==> config.mk <==
export PLATFORM = sky130hd
export DESIGN_NAME = imem_loader
export DESIGN_NICKNAME = d
export VERILOG_FILES = /design/src/rtl/imem_loader.sv
export SDC_FILE = /design/constraint.sdc
export NUM_CORES = 1
export LEC_CHECK = 0
export BUFFER_PORTS_ARGS = -buffer_cell sky130_fd_sc_hd__buf_4
export CORE_MARGIN = 2
export CORE_UTILIZATION = 45
export DETAILED_ROUTE_END_ITERATION = 10
export GPL_TIMING_DRIVEN = 0
export PLACE_DENSITY = 0.67
export SYNTH_ARGS = -nofsm -noshare
export SYNTH_HDL_FRONTEND = slang
export SYNTH_SLANG_ARGS = --single-unit
==> constraint.sdc <==
create_clock -name i_clk -period 2.86 [get_ports i_clk]
set_clock_uncertainty 0.1 [all_clocks]
set_input_delay 0.429 -clock i_clk [delete_from_list [all_inputs] [get_ports i_clk]]
set_output_delay 0.429 -clock i_clk [all_outputs]
set_load 0.02 [all_outputs]
==> src/rtl/imem_loader.sv <==
// Instruction-memory loader: byte stream -> little-endian 32-bit imem writes, core held until image is complete.
// Optional trailing XOR checksum byte enabled by defining IMEM_LOADER_CSUM_EN.
module imem_loader #(
  parameter int ADDR_W     = 10,
  parameter int BASE_WADDR = 0
) (
  input  logic              i_clk,
  input  logic              i_reset,
  input  logic              i_start,
  input  logic              i_s_valid,
  input  logic [7:0]        i_s_data,
  output logic              o_s_ready,
  output logic              o_mem_we,
  output logic [ADDR_W-1:0] o_mem_addr,
  output logic [31:0]       o_mem_wdata,
  output logic              o_core_hold,
  output logic              o_busy,
  output logic              o_done,
  output logic              o_err,
  output logic [ADDR_W:0]   o_words_loaded
);

  localparam logic [33:0]   DEPTH   = 34'd1 << ADDR_W;
  localparam logic [33:0]   BASE34  = 34'(BASE_WADDR);
  localparam logic [ADDR_W:0] ONE   = 1;

  typedef enum logic [2:0] {
    S_IDLE, S_LEN, S_DATA, S_CHK, S_DONE, S_ERROR
  } state_t;

`ifdef IMEM_LOADER_CSUM_EN
  localparam state_t S_AFTER_DATA = S_CHK;
`else
  localparam state_t S_AFTER_DATA = S_DONE;
`endif

  state_t              r_state;
  state_t              w_next;
  logic [1:0]          r_lane;
  logic [23:0]         r_word;
  logic [ADDR_W:0]     r_len;
  logic [ADDR_W:0]     r_words;
  logic                r_mem_we;
  logic [ADDR_W-1:0]   r_mem_addr;
  logic [31:0]         r_mem_wdata;
`ifdef IMEM_LOADER_CSUM_EN
  logic [7:0]          r_csum;
`endif

  logic                w_xfer;
  logic                w_arm;
  logic                w_lane_last;
  logic [31:0]         w_word;
  logic                w_len_ok;
  logic                w_last_word;

  assign o_s_ready   = (r_state == S_LEN) || (r_state == S_DATA) || (r_state == S_CHK);
  assign o_busy      = o_s_ready;
  assign o_done      = (r_state == S_DONE);
  assign o_err       = (r_state == S_ERROR);
  assign o_core_hold = (r_state != S_DONE);
  assign o_mem_we       = r_mem_we;
  assign o_mem_addr     = r_mem_addr;
  assign o_mem_wdata    = r_mem_wdata;
  assign o_words_loaded = r_words;

  assign w_xfer      = i_s_valid && o_s_ready;
  assign w_arm       = i_start && ((r_state == S_IDLE) || (r_state == S_DONE) || (r_state == S_ERROR));
  assign w_lane_last = (r_lane == 2'd3);
  assign w_word      = {i_s_data, r_word};
  // Compared in 34 bits so a huge 32-bit length cannot wrap past the capacity check.
  assign w_len_ok    = (BASE34 + {2'b00, w_word}) <= DEPTH;
  assign w_last_word = (r_words + ONE) == r_len;

  always_ff @(posedge i_clk) begin
    if (!i_reset) r_state <= S_IDLE;
    else          r_state <= w_next;
  end

  always_comb begin
    w_next = r_state;
    case (r_state)
      S_IDLE, S_DONE, S_ERROR: begin
        if (i_start) w_next = S_LEN;
      end
      S_LEN: begin
        if (w_xfer && w_lane_last) begin
          if (w_word == 32'd0)  w_next = S_AFTER_DATA;
          else if (!w_len_ok)   w_next = S_ERROR;
          else                  w_next = S_DATA;
        end
      end
      S_DATA: begin
        if (w_xfer && w_lane_last && w_last_word) w_next = S_AFTER_DATA;
      end
`ifdef IMEM_LOADER_CSUM_EN
      S_CHK: begin
        if (w_xfer) w_next = (i_s_data == r_csum) ? S_DONE : S_ERROR;
      end
`endif
      default: w_next = r_state;
    endcase
  end

  always_ff @(posedge i_clk) begin
    if (!i_reset) begin
      r_lane      <= 2'd0;
      r_word      <= 24'd0;
      r_len       <= '0;
      r_words     <= '0;
      r_mem_we    <= 1'b0;
      r_mem_addr  <= '0;
      r_mem_wdata <= 32'd0;
`ifdef IMEM_LOADER_CSUM_EN
      r_csum      <= 8'd0;
`endif
    end else begin
      r_mem_we <= 1'b0;
      if (w_arm) begin
        r_lane  <= 2'd0;
        r_words <= '0;
`ifdef IMEM_LOADER_CSUM_EN
        r_csum  <= 8'd0;
`endif
      end else if (w_xfer && (r_state == S_LEN || r_state == S_DATA)) begin
        r_lane <= r_lane + 2'd1;
        case (r_lane)
          2'd0:    r_word[7:0]   <= i_s_data;
          2'd1:    r_word[15:8]  <= i_s_data;
          2'd2:    r_word[23:16] <= i_s_data;
          default: ;
        endcase
        if (r_state == S_LEN) begin
          if (w_lane_last) r_len <= w_word[ADDR_W:0];
        end else begin
`ifdef IMEM_LOADER_CSUM_EN
          r_csum <= r_csum ^ i_s_data;
`endif
          if (w_lane_last) begin
            r_mem_we    <= 1'b1;
            r_mem_addr  <= ADDR_W'(BASE_WADDR) + r_words[ADDR_W-1:0];
            r_mem_wdata <= w_word;
            r_words     <= r_words + ONE;
          end
        end
      end
    end
  end

endmodule
==> impl_metrics.env <==
export IMPL_place_hpwl_um=7440
export IMPL_rr_startpoint="o_words_loaded[1]"
export IMPL_vdd_drop_max_v=0.000280
export IMPL_hold_viol=0
export IMPL_cp_max_fo=8
export IMPL_min_path_type="in2reg"
export IMPL_path_cells="ha_1, nand2b_1, a21oi_1, or3b_1, a211oi_2, a41oi_2, o41ai_2"
export IMPL_worst_slew_pin_slew_ps=548
export IMPL_clkSlewWorstSetupHoldPaths_ps=90
export IMPL_cts_resized_gates=0
export IMPL_antenna_found_initial=0
export IMPL_routed_wl_um=10000
export IMPL_r2r_end="r_state[2]"
export IMPL_setup_ws_ps=348
export IMPL_synthDistinctLibCells=44
export IMPL_seq_area_frac_synth_pct=47.2
export IMPL_drtAntennaViolNets=0
export IMPL_drv_slew=0
export IMPL_multi_input_area_um2=1930
export IMPL_reg2reg_depth=7
export IMPL_cp_depth=7
export IMPL_area_growth_pct=21.5
export IMPL_syn_avg_cell_area_um2=8.01
export IMPL_layout_nets=596
export IMPL_rrSetupSlack_ps=350
export IMPL_cts_buffer_depth=2
export IMPL_die_width_um=98.2
export IMPL_cp_start_kind="register"
export IMPL_regArea_um2=1880
export IMPL_worst_ep_required_time_ps=3030
export IMPL_die_h_um=98.2
export IMPL_design_die_area_um2=9640
export IMPL_hold_slack_ps=247
export IMPL_cp_buffers_inverters=0
export IMPL_synth_nets=515
export IMPL_yosys_register_bits=94
export IMPL_wl_per_cell_um=14.5
export IMPL_rows=34
export IMPL_critPathKind="reg2reg"
export IMPL_vias=3646
export IMPL_cp_startpoint="o_words_loaded[1]"
export IMPL_grt_ovfl_total=0
export IMPL_crit_family="compound AO/OA/AOI/OAI gates"
export IMPL_synthArstFlopShare_pct=0
export IMPL_initialDrtViolationCount=179
export IMPL_first_global_vias=3440
export IMPL_place_gp_congestion=0.832
export IMPL_place_worst_setup_slack_ps=386
export IMPL_first_pass_iters=4
export IMPL_initial_core_util_pct=46.0
export IMPL_yosysWarnings=0
export IMPL_layout_core_utilization_pct=55.9
export IMPL_grt_pass1_wl_um=16600
export IMPL_instances_no_fill=692
export IMPL_fill_cells=840
export IMPL_fmax_ghz=0.398
export IMPL_cts_hold_buf=0
export IMPL_syn_inst=498
export IMPL_max_slew_margin_rel_pct=63.5
export IMPL_drc=0
export IMPL_drive_above_1_share_pct=18.0
export IMPL_setup_viol=0
export IMPL_end_kind="register"
export IMPL_cts_htree_levels=3
export IMPL_port_buffers=70
export IMPL_post_place_cells=676
export IMPL_cts_tree="built"
export IMPL_track_usage_pct=21.1
export IMPL_worstPathArrival_ps=2680
export IMPL_grt_max_degree=17
export IMPL_numClockSinks=94
export IMPL_diodes=0
export IMPL_crit_path_max_incr_delay_ps=480
export IMPL_finalCritPeriodShare_pct=87.8
export IMPL_drv_cap=0
export IMPL_syn_area_um2=3990
export IMPL_synth_ff_type="dfxtp_1"
export IMPL_period_minus_slack_ps=2510
export IMPL_slowest_stage="dfxtp_1"
export IMPL_cts_inserted_buffers=9
export IMPL_finalSetupTns_ps=0
export IMPL_clock_latency_ps=370
export IMPL_crit_path_end="r_state[2]"
export IMPL_leakage_uw=0.00181
export IMPL_viasPerCell=5.27
export IMPL_rsz0062_at_grt="no"
export IMPL_ioPinCount=71
export IMPL_synth_edf_count=0
export IMPL_power_density_nw_per_um2=485
export IMPL_cts_setup_buffers=0
export IMPL_cts_root_buffer="clkbuf_8"
export IMPL_status="completed"
export IMPL_core_um2=8680
## cell usage in the layout (no fill, tap or decap), types with 2 or more instances in the layout
cell type	instances
a21oi_1	80
buf_1	3
buf_2	5
buf_4	72
clkbuf_1	24
clkbuf_8	9
dfxtp_1	94
ha_1	5
inv_1	7
inv_6	2
mux2i_1	5
nand2_1	133
nand2b_1	3
nand3_1	32
nand4_1	5
nor2_1	29
nor2b_1	3
nor3_1	4
nor4_1	7
o21ai_0	10
or3b_1	2
xnor2_1	11
xor2_1	12
## power breakdown
| group | switching [µW] | internal, µW | total [µW] | leakage (µW) |
|---|---|---|---|---|
| clock network | 487 | 411 | 898 | 0.0000973 |
| registers | 9.99 | 1320 | 1330 | 0.000758 |
| logic | 84.1 | 40.7 | 125 | 0.000954 |
## flip-flops by register name, summed over array words and instances (netlist names)
| register | flops |
|---|---|
| o_mem_wdata | 32 |
| o_words_loaded | 11 |
| r_len | 11 |
| r_lane | 2 |
| o_mem_addr | 10 |
| o_mem_we | 1 |
| r_state | 3 |
| r_word | 24 |
## layout make-up
cell class	instances	share of cell area, %
sequential	94	38.8
clock buffer	10	2.63
timing repair buffer	70	10.8
clock inverter	6	1.42
tap	108	2.79
buffer	34	3.07
inverter	8	0.620
multi-input combinational	362	39.8
## worst min-delay path, delay by kind of cell
kind / cells / cell delay [ps]
buffers and inverters: 1 / 140
AOI/OAI and AO/OA: 1 / 50
and+or+nand+nor: 1 / 50
## per-layer routing
metal  part of all wire, %  routed length (µm)  up-vias  track usage, %
li1                      -                   -     1823               -
met3                   4.5                 449       15            3.22
met5                     0                   0        -               0
met1                    46                4590     1730            28.4
met4                   1.7                 166        0            7.06
met2                    48                4830       78            34.7
## synth_stat cells (5+ instances only)
cell | instances | area, µm²
nor4_1 | 7 | 43.8
mux2i_1 | 5 | 50.1
nand2_1 | 133 | 499
inv_1 | 7 | 26.3
o21ai_0 | 10 | 50.1
clkbuf_1 | 23 | 86.3
buf_2 | 5 | 25.0
nand4_1 | 5 | 31.3
ha_1 | 5 | 62.6
a21oi_1 | 80 | 400
nor2_1 | 29 | 109
xnor2_1 | 11 | 96.3
nand3_1 | 32 | 160
xor2_1 | 12 | 105
dfxtp_1 | 94 | 1880
## worst min path at each step
stage / from / endpoint / depth (start not counted)
floorplan: r_word[13] / o_mem_wdata[13] / 2
global placement: o_mem_addr[3] / o_mem_addr[3] / 2
detailed placement: o_mem_wdata[3] / o_mem_wdata[3] / 2
CTS: i_s_data[7] / o_mem_wdata[31] / 3
global route: i_s_data[7] / o_mem_wdata[31] / 3
finish: i_s_data[7] / o_mem_wdata[31] / 3
## stage by stage
| stage | area, µm² | power, µW |
|---|---|---|
| global placement | 4650 | 1480 |
| global route | 4850 | 2430 |
| detailed placement | 4650 | 1480 |
| floorplan | 3990 | 1430 |
| CTS | 4850 | 2360 |
| finish | 4850 | 2350 |
## logic make-up after synthesis
logic type	count (synthesis)	synth area share, %
AND/OR/NAND/NOR	228	25.8
adder cells (fa/ha/maj)	5	1.57
buffers and inverters	42	4.48
XOR/XNOR	23	5.05
multiplexers	5	1.25
AO/OA/AOI/OAI	101	14.6
flip-flops	94	47.2
(Power assumes the default switching activity.)
